===== config.mk =====
export PLATFORM = sky130hd
export DESIGN_NAME = vga_timing_fetch
export DESIGN_NICKNAME = d
export VERILOG_FILES = /design/src/rtl/vga_pkg.sv /design/src/rtl/vga_delay_line.sv /design/src/rtl/vga_timing_fetch.sv
export SDC_FILE = /design/constraint.sdc
export NUM_CORES = 1
export LEC_CHECK = 0
export ABC_AREA = 1
export CORE_UTILIZATION = 30
export CTS_CLUSTER_DIAMETER = 100
export DETAILED_ROUTE_END_ITERATION = 10
export GPL_TIMING_DRIVEN = 0
export PLACE_DENSITY = 0.48
export REMOVE_ABC_BUFFERS = 1
export SETUP_SLACK_MARGIN = 0.2
export SYNTH_ARGS = -nofsm -noshare
export SYNTH_HDL_FRONTEND = slang
export SYNTH_SLANG_ARGS = --single-unit
export TNS_END_PERCENT = 20

===== constraint.sdc =====
create_clock -name clk -period 2.65 [get_ports clk]
set_input_delay 0.53 -clock clk [delete_from_list [all_inputs] [get_ports clk]]
set_output_delay 0.53 -clock clk [all_outputs]
set_load 0.01 [all_outputs]

===== src/rtl/vga_pkg.sv =====
// Shared timing constants, pixel type and colour-bar palette for the 1024x768@60 VGA path.
// The palette is only consumed when VGA_TEST_PATTERN_EN is defined.
package vga_pkg;

    localparam int VGA_H_ACTIVE = 1024;
    localparam int VGA_H_FP     = 24;
    localparam int VGA_H_SYNC   = 136;
    localparam int VGA_H_BP     = 160;
    localparam int VGA_V_ACTIVE = 768;
    localparam int VGA_V_FP     = 3;
    localparam int VGA_V_SYNC   = 6;
    localparam int VGA_V_BP     = 29;

    typedef logic [11:0] rgb444_t;

    localparam rgb444_t BAR_WHITE   = 12'hFFF;
    localparam rgb444_t BAR_YELLOW  = 12'hFF0;
    localparam rgb444_t BAR_CYAN    = 12'h0FF;
    localparam rgb444_t BAR_GREEN   = 12'h0F0;
    localparam rgb444_t BAR_MAGENTA = 12'hF0F;
    localparam rgb444_t BAR_RED     = 12'hF00;
    localparam rgb444_t BAR_BLUE    = 12'h00F;
    localparam rgb444_t BAR_BLACK   = 12'h000;

    function automatic rgb444_t bar_colour(input logic [2:0] idx);
        rgb444_t c;
        case (idx)
            3'd0:    c = BAR_WHITE;
            3'd1:    c = BAR_YELLOW;
            3'd2:    c = BAR_CYAN;
            3'd3:    c = BAR_GREEN;
            3'd4:    c = BAR_MAGENTA;
            3'd5:    c = BAR_RED;
            3'd6:    c = BAR_BLUE;
            default: c = BAR_BLACK;
        endcase
        return c;
    endfunction

endpackage


===== src/rtl/vga_delay_line.sv =====
// N-stage, W-bit shift register with asynchronous active-low clear to all-zero.
// Used to align raster control bits with frame-buffer read data.
module vga_delay_line #(
    parameter int N = 2,
    parameter int W = 4
) (
    input  logic         clk,
    input  logic         rst_n,
    input  logic [W-1:0] din,
    output logic [W-1:0] dout
);

    logic [W-1:0] stage_q [N];
    logic [W-1:0] stage_d [N];

    always_comb begin
        stage_d[0] = din;
        for (int i = 1; i < N; i++) begin
            stage_d[i] = stage_q[i-1];
        end
    end

    always_ff @(posedge clk or negedge rst_n) begin
        if (!rst_n) begin
            for (int i = 0; i < N; i++) begin
                stage_q[i] <= '0;
            end
        end else begin
            for (int i = 0; i < N; i++) begin
                stage_q[i] <= stage_d[i];
            end
        end
    end

    assign dout = stage_q[N-1];

endmodule


===== src/rtl/vga_timing_fetch.sv =====
// Raster timing, frame-buffer fetch and latency-aligned output stage for 1024x768@60.
// Define VGA_TEST_PATTERN_EN to replace rd_data with eight vertical colour bars.
module vga_timing_fetch
    import vga_pkg::*;
#(
    parameter int H_ACTIVE = VGA_H_ACTIVE,
    parameter int H_FP     = VGA_H_FP,
    parameter int H_SYNC   = VGA_H_SYNC,
    parameter int H_BP     = VGA_H_BP,
    parameter int V_ACTIVE = VGA_V_ACTIVE,
    parameter int V_FP     = VGA_V_FP,
    parameter int V_SYNC   = VGA_V_SYNC,
    parameter int V_BP     = VGA_V_BP,
    parameter bit SYNC_POL = 1'b0,
    parameter int SCALE    = 2,
    parameter int ADDR_W   = 16,
    parameter int RD_LAT   = 1
) (
    input  logic              clk,
    input  logic              cpu_resetn,
    output logic              rd_en,
    output logic [ADDR_W-1:0] rd_addr,
    input  logic [11:0]       rd_data,
    output logic              hs,
    output logic              vs,
    output logic              frame_start,
    output logic [11:0]       vga_data
);

    localparam int H_TOTAL = H_ACTIVE + H_FP + H_SYNC + H_BP;
    localparam int V_TOTAL = V_ACTIVE + V_FP + V_SYNC + V_BP;
    localparam int H_W     = $clog2(H_TOTAL);
    localparam int V_W     = $clog2(V_TOTAL);
    localparam int DLY     = RD_LAT + 1;

    localparam logic [H_W-1:0]    H_LAST    = H_W'(H_TOTAL - 1);
    localparam logic [H_W-1:0]    H_ACT     = H_W'(H_ACTIVE);
    localparam logic [H_W-1:0]    HS_START  = H_W'(H_ACTIVE + H_FP);
    localparam logic [H_W-1:0]    HS_END    = H_W'(H_ACTIVE + H_FP + H_SYNC);
    localparam logic [V_W-1:0]    V_LAST    = V_W'(V_TOTAL - 1);
    localparam logic [V_W-1:0]    V_ACT     = V_W'(V_ACTIVE);
    localparam logic [V_W-1:0]    VS_START  = V_W'(V_ACTIVE + V_FP);
    localparam logic [V_W-1:0]    VS_END    = V_W'(V_ACTIVE + V_FP + V_SYNC);
    localparam logic [V_W-1:0]    ROW_MASK  = V_W'((1 << SCALE) - 1);
    localparam logic [ADDR_W-1:0] LINE_STEP = ADDR_W'(H_ACTIVE >> SCALE);

    logic [H_W-1:0]    h_cnt_q, h_cnt_d;
    logic [V_W-1:0]    v_cnt_q, v_cnt_d;
    logic [ADDR_W-1:0] line_base_q, line_base_d;
    logic [ADDR_W-1:0] rd_addr_q, rd_addr_d;
    logic              rd_en_q, rd_en_d;
    logic              hs_q, hs_d, vs_q, vs_d;
    logic              frame_start_q, frame_start_d;
    rgb444_t           vga_data_q, vga_data_d;
    rgb444_t           pix;
    logic              de0, hs0, vs0, fs0;
    logic              de_dl, hs_dl, vs_dl, fs_dl;

    // Line base tracks (v_cnt>>SCALE)*(H_ACTIVE>>SCALE) so no multiplier is needed.
    always_comb begin
        h_cnt_d     = h_cnt_q + 1'b1;
        v_cnt_d     = v_cnt_q;
        line_base_d = line_base_q;
        if (h_cnt_q == H_LAST) begin
            h_cnt_d = '0;
            if (v_cnt_q == V_LAST) begin
                v_cnt_d     = '0;
                line_base_d = '0;
            end else begin
                v_cnt_d = v_cnt_q + 1'b1;
                if ((v_cnt_d & ROW_MASK) == '0) begin
                    line_base_d = line_base_q + LINE_STEP;
                end
            end
        end
    end

    assign de0 = (h_cnt_q < H_ACT) && (v_cnt_q < V_ACT);
    assign hs0 = (h_cnt_q >= HS_START) && (h_cnt_q < HS_END);
    assign vs0 = (v_cnt_q >= VS_START) && (v_cnt_q < VS_END);
    assign fs0 = (h_cnt_q == '0) && (v_cnt_q == '0);

    always_comb begin
        rd_en_d   = de0;
        rd_addr_d = rd_addr_q;
        if (de0) begin
            rd_addr_d = line_base_q + ADDR_W'(h_cnt_q >> SCALE);
        end
    end

    // Control bits are carried active-high; polarity is applied at the pins.
    vga_delay_line #(.N(DLY), .W(4)) u_ctrl_dly (
        .clk   (clk),
        .rst_n (cpu_resetn),
        .din   ({de0, hs0, vs0, fs0}),
        .dout  ({de_dl, hs_dl, vs_dl, fs_dl})
    );

`ifdef VGA_TEST_PATTERN_EN
    logic [10:0] x0;
    logic [2:0]  x_dl;
    assign x0 = 11'(h_cnt_q);
    vga_delay_line #(.N(DLY), .W(3)) u_x_dly (
        .clk   (clk),
        .rst_n (cpu_resetn),
        .din   (x0[9:7]),
        .dout  (x_dl)
    );
    assign pix = bar_colour(x_dl);
`else
    assign pix = rd_data;
`endif

    always_comb begin
        vga_data_d    = de_dl ? pix : 12'h000;
        hs_d          = hs_dl ^ ~SYNC_POL;
        vs_d          = vs_dl ^ ~SYNC_POL;
        frame_start_d = fs_dl;
    end

    always_ff @(posedge clk or negedge cpu_resetn) begin
        if (!cpu_resetn) begin
            h_cnt_q       <= '0;
            v_cnt_q       <= '0;
            line_base_q   <= '0;
            rd_en_q       <= 1'b0;
            rd_addr_q     <= '0;
            hs_q          <= ~SYNC_POL;
            vs_q          <= ~SYNC_POL;
            frame_start_q <= 1'b0;
            vga_data_q    <= '0;
        end else begin
            h_cnt_q       <= h_cnt_d;
            v_cnt_q       <= v_cnt_d;
            line_base_q   <= line_base_d;
            rd_en_q       <= rd_en_d;
            rd_addr_q     <= rd_addr_d;
            hs_q          <= hs_d;
            vs_q          <= vs_d;
            frame_start_q <= frame_start_d;
            vga_data_q    <= vga_data_d;
        end
    end

    assign rd_en       = rd_en_q;
    assign rd_addr     = rd_addr_q;
    assign hs          = hs_q;
    assign vs          = vs_q;
    assign frame_start = frame_start_q;
    assign vga_data    = vga_data_q;

endmodule


* After elaboration in Yosys (flattened, before gate mapping)
Index checks and enable logic that the tools add are counted.
** Storage, ports and cells
- Register bits :: 77
- Logic and storage cells :: 39
** Operators by class
- Bitwise gates (word level) :: 2
- Multiplexer cells :: 5
- Magnitude comparators :: 6
- Add/subtract/negate cells :: 4
- Equal/unequal tests :: 2
- Reductions and logical operators :: 9
** Operator list (count)
- 16-bit 2-to-1 mux :: 2
- 11-bit less-than comparator, second input constant :: 2
- 10-bit zero test :: 2
- 10-bit less-than comparator, second input constant :: 2
- 16-bit by 9-bit adder with 16-bit output :: 1
- 16-bit by 9-bit adder with 16-bit output, second input constant :: 1
- 12-bit 2-to-1 mux :: 1
- 11-bit by 1-bit adder with 11-bit output, second input constant :: 1
- 11-bit == test, second input constant :: 1
- 11-bit >= comparator, second input constant :: 1
- 11-bit zero test :: 1
- 11-bit 2-to-1 mux :: 1
- 10-bit by 1-bit adder with 10-bit output, second input constant :: 1
- 10-bit == test, second input constant :: 1
- 10-bit >= comparator, second input constant :: 1
- 10-bit 2-to-1 mux :: 1
- 1-bit logical AND :: 4
- 1-bit inverter :: 2
- 2-bit AND reduction :: 1
- 2-bit nonzero test :: 1

* Logic depth before layout (Yosys ltp)
Gate-level depths: netlist of the first run.
- Depth in word-level cells :: 4
- Depth in mapped cells :: 10

* By module
A second synthesis of the first run with hierarchy kept.
** Second synthesis, totals
- Cells, all modules :: 387
- Area, all modules :: 3250.6 µm²
** Modules (own cells, without submodules)
- vga_timing_fetch :: instances 1, seq. area each 1529.0 µm², cells each 379, area an instance 3050.4 µm²
- vga_delay_line :: instances 1, seq. area each 200.2 µm², cells each 8, area an instance 200.2 µm²

* Least setup slack after synthesis of the first run
No wires, ideal clock.
- Kind :: flip-flop to flip-flop
- Start point :: reg h_cnt_q[0]
- End point :: reg line_base_q[13]
- Data arrival time :: 1.328 ns
- Cell stages (with the launch flop) :: 8
- Slack :: 1.204 ns
- Buffers on the path :: 1
- Path through :: dfrtp_1 ha_1 nand3_4 nor3_4 nand2_2 buf_6 nand2_1 o21ai_2
** Between the ends
- Word-level cells in the longest chain between the ends :: 2
** Ends and longest elaborated chain
- start: declaration :: RTL line vga_timing_fetch.sv:47 : logic [H_W-1:0] h_cnt_q, h_cnt_d;
- start signal: assignment :: RTL line vga_timing_fetch.sv:133 : h_cnt_q <= h_cnt_d;
- 11-bit == test :: RTL line vga_timing_fetch.sv:64 : if (h_cnt_q == H_LAST) begin
- 2-bit AND reduction (no source line)
- end signal: assignment :: RTL line vga_timing_fetch.sv:135 : line_base_q <= line_base_d;
- end: declaration :: RTL line vga_timing_fetch.sv:49 : logic [ADDR_W-1:0] line_base_q, line_base_d;
Every way passes these cells.
A chain may end at the register's enable or synchronous reset.

* Final worst setup path of the first run
Ends and elaborated chain as after synthesis.

==> metrics, run 1 <==
status=finished, final reports clean; Die Ht=105 microns; crit path from=h_cnt_q[0]; area of the multi-input gates=1200 sq um; Initial Util=30.8%; R2R Path End=line_base_q[13]; starting DRC count in detailed routing=157; power density over the cells=506 nW/um^2; final core occ=38.3%; Worst slew margin=42.5%; GR Overflow Total=0; Final nets=437; Overall Power=1.99 mW; skew final=0.0111 ns; DP HPWL=4600 microns; htree depth=3; pre-CTS worst setup slack=0.698 ns; endpoints failing hold=0; Final setup viols=0; Yosys cell types=34; Die ar.=11000 sq um; fmax=0.513 GHz; Max IR drop VDD=0.188 mV; Final min period=1.95 ns; slowest CP cell=nor3_4; Reg area=1700 sq um; I/O pin total=46; GRT Total Usage=13.5%; max cap viols=0; Yosys warning total=0; Setup Fix Bufs, Post-CTS=0; worst hold margin=0.302 ns; setup slack after layout=0.700 ns; Rows=37; drt pass-1 iters=4; CTS root buf=clkbuf_8; number of buffers created by CTS=9; largest net degree at the start of global routing=69; Post-route DRC=0; hold bufs inserted after CTS=0; reg2reg start=h_cnt_q[0]; Setup TNS Final=0 ns; reg2reg setup slack=0.70 ns; Port-buffer cells=45; Cell Chain, Critical Path=ha_1, nand3_4, nor3_4, nand2_2, nand2_1, o21ai_2; antenna violations before repair=0; Post-Syn Area=3170 sq um; critical path launch point type=register; final WL=6650 microns; critical path buffer and inverter count=0; clk sink count=68; crit-path leading delay family=simple AND/OR/NAND/NOR gates; WP depth=6; antenna viol nets, final=0; Routability Congestion=0.782; sequential area share after synthesis=53.8%; CTS tree=done; Hold Crit Class=in2async; Worst Setup End Kind=register; CP Max Fanout=15; global-route wire length before repair=11800 microns; n_diodes=0; via count=2468; Post-CTS Resized=0; Lkg Pwr=1.87 nW; later-pin clock latency in the skew report=0.34 ns; core area=10300 sq um; vias in the first global route=2467; slowest stage delay, CP=0.53 ns; crit path DAT=2.18 ns; DR WL/cell=12.0 microns; CP Data Required Time=2.88 ns; Critical Path Sink=line_base_q[13]; vias per std cell=4.45; period utilisation layout=73.6%; Clock Path Buffers=2; Synth Instances=367; die width=105 microns; critical path type=reg2reg; P&R area growth vs syn=24.2%; FF-to-FF path depth=6; Synth Area per Inst=8.64 sq um; layout cells sized above 1=8.35%; Filler cells=1070; max-slew violation count=0; RSZ-0062 raised after global routing=no; worst-margin pin slew=0.863 ns; synthesized flop and latch total=68; CTS clk-pin slew, worst paths=0.08 ns
[how the worst min path moves through the flow]
stage | start | end | slack [ns] | cells after the start
after floorplan | cpu_resetn | frame_start | 0.23 | 0
after global placement | u_ctrl_dly.stage_d[0] | u_ctrl_dly.dout[0] | 0.33 | 0
after detailed placement | u_ctrl_dly.dout[0] | frame_start | 0.33 | 0
after CTS | cpu_resetn | u_ctrl_dly.stage_d[2] | 0.34 | 1
after global routing | cpu_resetn | rd_addr[0] | 0.37 | 1
final | cpu_resetn | u_ctrl_dly.stage_d[2] | 0.30 | 1
[stage by stage]
step	cells	instance area [sq um]
2_1_floorplan	358	3120
3_3_place_gp	539	3740
3_5_place_dp	539	3730
4_1_cts	555	3940
5_1_grt	555	3940
6_report	555	3940
[metal layers]
metal	global-route usage [%]	routed length, microns	vias to the layer above
met5	0	0	-
met4	5.43	79	0
met3	2.62	327	7
met2	21.6	2970	56
met1	17.8	3280	1157
li1	-	-	1248
[cells by family after synthesis]
| family | share of synthesized area [%] |
|---|---|
| AND/OR/NAND/NOR | 25.0 |
| adder cells (fa/ha/maj) | 3.55 |
| flip-flops | 53.8 |
| XOR/XNOR | 2.21 |
| AO/OA/AOI/OAI | 7.22 |
| buffers and inverters | 8.21 |
[worst reg2reg max path: stages, from the launching register on]
cell     delay [ns]
dfrtp_1        0.39
ha_1           0.28
nand3_4        0.13
nor3_4         0.53
nand2_2        0.31
nand2_1        0.15
o21ai_2        0.06
[layout make-up]
cell class | instances | share of cell area (%)
well taps | 136 | 4.32
clock buffers | 9 | 3.15
inverters | 55 | 5.28
clock inverters | 7 | 1.94
repair buffers | 45 | 11.4
flip-flops and latches | 68 | 43.3
multi-input cells | 235 | 30.6
[registers in the layout, summed over array words and instances (netlist names)]
signal              flops
rd_en                   1
frame_start             1
u_ctrl_dly.dout         4
u_ctrl_dly.stage_d      3
vs                      1
vga_data               12
line_base_q             8
hs                      1
h_cnt_q                11
rd_addr                16
v_cnt_q                10
[power by group]
| part | switching [mW] | leakage [nW] | total [mW] | internal, mW |
|---|---|---|---|---|
| combinational | 0.0350 | 0.889 | 0.0699 | 0.0349 |
| clock | 0.435 | 0.0958 | 0.875 | 0.439 |
| sequential | 0.00195 | 0.880 | 1.05 | 1.05 |
[cell usage after synthesis (all sizes together)]
cell	n	share of area, %
nand2	100	12
a31oi	1	0.20
nand4	8	1.6
xor2	7	1.9
nor4	1	0.20
a21oi	7	1.1
nor3	8	1.8
nand3	27	4.8
buf	6	1.2
or2	1	0.20
dfrtp	66	52
ha	9	3.6
o21bai	1	0.24
o31ai	2	0.47
inv	54	6.4
o21ai	30	5.2
xnor2	1	0.28
nor2	31	4.1
clkbuf	3	0.43
nand3b	1	0.24
clkinv	1	0.16
dfstp	2	1.7
[layout by cell type (no fill, tap or decap), types with 3 or more instances in the layout]
master / netlist / routed
xor2_1: 7 / 7
nand2_1: 97 / 97
a21oi_1: 7 / 7
o21ai_1: 7 / 7
dfrtp_1: 66 / 66
ha_1: 9 / 9
o21ai_2: 4 / 4
nor2_1: 29 / 29
clkdlybuf4s50_1: 0 / 44
nand2_2: 3 / 3
nor3_1: 6 / 6
nand3_1: 25 / 25
inv_1: 53 / 53
clkbuf_8: 0 / 9
nand4_1: 8 / 8
o21ai_0: 19 / 19
(Power assumes the default switching activity.)
==> inputs of run 2 (changes only) <==
--- a/config.mk
+++ b/config.mk
@@ -10,7 +10,7 @@
 export CTS_CLUSTER_DIAMETER = 100
 export DETAILED_ROUTE_END_ITERATION = 10
 export GPL_TIMING_DRIVEN = 0
-export PLACE_DENSITY = 0.48
+export PLACE_DENSITY = 0.5
 export REMOVE_ABC_BUFFERS = 1
 export SETUP_SLACK_MARGIN = 0.2
 export SYNTH_ARGS = -nofsm -noshare
==> constraint.sdc (replaced) <==
create_clock -name clk -period 1.58 [get_ports clk]
set_input_delay 0.316 -clock clk [delete_from_list [all_inputs] [get_ports clk]]
set_output_delay 0.316 -clock clk [all_outputs]
set_load 0.01 [all_outputs]
==> run 2 against run 1 <==
Wire length is 2.0% higher. First-iteration DRC count is 20% lower. Sequential share of layout area is 2.3 points lower. Die area stayed put. Highest routed layer unchanged.
==> metrics, run 2 (same netlist as run 1, synthesis figures left out) <==
vias per std cell=4.44 (about the same); Setup TNS Final=0 ns (unchanged); clk sink count=68 (unchanged); RSZ-0062 raised after global routing=yes; CTS tree=done; Lkg Pwr=2.08 nW (+11%); max-slew violation count=0 (unchanged); status=finished, final reports clean; GR Overflow Total=0 (unchanged); antenna violations before repair=0 (unchanged); layout cells sized above 1=19.8% (+11 points); crit path DAT=1.68 ns (-0.50 ns); via count=2537 (+2.8%); CTS root buf=clkbuf_8; Initial Util=30.8% (unchanged); GRT Total Usage=13.6% (+0.10 points); later-pin clock latency in the skew report=0.34 ns (about the same); commonest cells after routing, fill and taps aside=nand2_1 (85), dfrtp_1 (61), inv_1 (50), dlygate4sd2_1 (30), nor2_1 (25); CP Data Required Time=1.83 ns (-1.05 ns); Overall Power=3.23 mW (+62%); Port-buffer cells=45 (unchanged); most common cell after layout, fill and taps aside=nand2_1; sequential power share=54.4% (+1.8 points); Cell Int Power=2.52 mW (+66%); Final Non-Filler Cells=571 (+2.9%); Final min period=1.42 ns (-0.529 ns); antenna viol nets, final=0 (unchanged); Die Ht=105 microns (unchanged); DR WL/cell=11.9 microns (-0.86%); I/O pin total=46 (unchanged); Final setup viols=0 (unchanged); Routability Congestion=0.822 (+5.2%); Logic pwr share=3.3% (-0.2 points); CTS clk-pin slew, worst paths=0.07 ns (about the same); Final nets=453 (+3.7%); Max IR drop VDD=0.289 mV (+53%); P&R area growth vs syn=31.5%; Placed Cells=539 (unchanged); max reg flops=16 (unchanged); endpoints failing hold=0 (unchanged); n_diodes=0 (unchanged); core area=10300 sq um (unchanged); Die ar.=11000 sq um (unchanged); fmax=0.704 GHz (+37%); Filler cells=1070 (unchanged); DP HPWL=4500 microns (-2.2%); worst hold margin=0.0771 ns (-0.225 ns); drt pass-1 iters=6 (+2); hold bufs inserted after CTS=0 (unchanged); worst-margin pin slew=0.875 ns (+0.0117 ns); vias in the first global route=2477 (+0.41%); final WL=6790 microns (+2.0%); critical path type=reg2reg; largest net degree at the start of global routing=69 (unchanged); number of buffers created by CTS=9 (unchanged); Psw=708 uW (+50%); power share of the clock group=42.3% (-1.6 points); max cap viols=0 (unchanged); Post-route DRC=0 (unchanged); Worst Setup End Kind=register; power density over the cells=776 nW/um^2 (+53%); CP Max Fanout=7 (-8); Clock Path Buffers=2 (unchanged); global-route wire length before repair=11700 microns (-0.53%); Sw Ratio=21.9% (-1.8 points); period utilisation layout=90.0% (+16 points); Rows=37 (unchanged); die width=105 microns (unchanged); htree depth=3 (unchanged); skew final=0.00649 ns (-0.00457 ns); Hold Crit Class=in2async; Worst slew margin=41.7% (-0.78 points); critical path launch point type=register; starting DRC count in detailed routing=125 (-20%)
[run 2: changes by cell type in the layout (fill, tap and decap cells not counted), sizes merged]
cell	before	now
clkdlybuf4s50	44	12
dlygate4sd2	0	30
buf	1	18
clkbuf	9	11
clkinvlp	2	1
inv	55	54
nand2	100	101
[run 2: what timing repair did]
item | 4_1_cts | 5_1_grt
gates resized for setup | 80 | 16
setup endpoints to repair | 73 | 42
gates cloned | 1 | 0
setup buffers | 11 | 4
pin swaps | 14 | 1
hold endpoints to repair | 0 | 0
[run 2: power groups by stage]
stage	clock, mW	combinational, mW	sequential [mW]
floorplan	0	0.0111	1.80
global placement	0	0.122	1.79
detailed placement	0	0.120	1.79
CTS	1.42	0.110	1.76
global route	1.50	0.119	1.76
finish	1.37	0.106	1.76
[run 2: metrics by stage]
stage	utilization, %	cell area, sq um	setup slack, ns
2_1_floorplan	-	3120	-0.0272
3_3_place_gp	36.4	3740	-2.28
3_5_place_dp	36.3	3730	-0.390
4_1_cts	39.8	4100	0.163
5_1_grt	40.6	4170	0.0439
6_report	40.6	4170	0.159
[run 2: path summary, 6_finish.rpt]
path,slack (ns),endpoint,start,cells past startpoint
min,0.08,vga_data[9],cpu_resetn,1
max,0.16,v_cnt_q[0],h_cnt_q[7],7
max reg2reg,0.16,v_cnt_q[0],h_cnt_q[7],7
min reg2reg,0.35,u_ctrl_dly.dout[1],u_ctrl_dly.stage_d[1],0
min in group clk,0.35,u_ctrl_dly.dout[1],u_ctrl_dly.stage_d[1],0
max in group asynchronous,0.86,v_cnt_q[9],cpu_resetn,1
[run 2: per-layer routing]
layer  vias up  GRT usage (%)  wire length, microns
met3        11           2.56                   352
met4         0           6.94                   138
met1      1170           17.5                  3200
met2        67           21.7                  3090
met5         -              0                     0
li1       1289              -                     -
[run 2: cell type report]
type / count / area [sq um] / area share [%]
well taps: 136 / 170 / 4.08
multi-input cells: 236 / 1350 / 32.4
inverters: 55 / 220 / 5.28
flip-flops and latches: 68 / 1710 / 41.0
repair buffers: 60 / 532 / 12.8
clock inverters: 5 / 52.6 / 1.26
clock buffers: 11 / 131 / 3.15
[run 2: worst max-delay path, cell delays in order, from the launching register on]
cell	delay, ns
dfrtp_1	0.42
nor2_2	0.17
nand2_2	0.09
nor3_4	0.24
buf_6	0.16
buf_6	0.12
nand3_1	0.06
o21ai_0	0.07
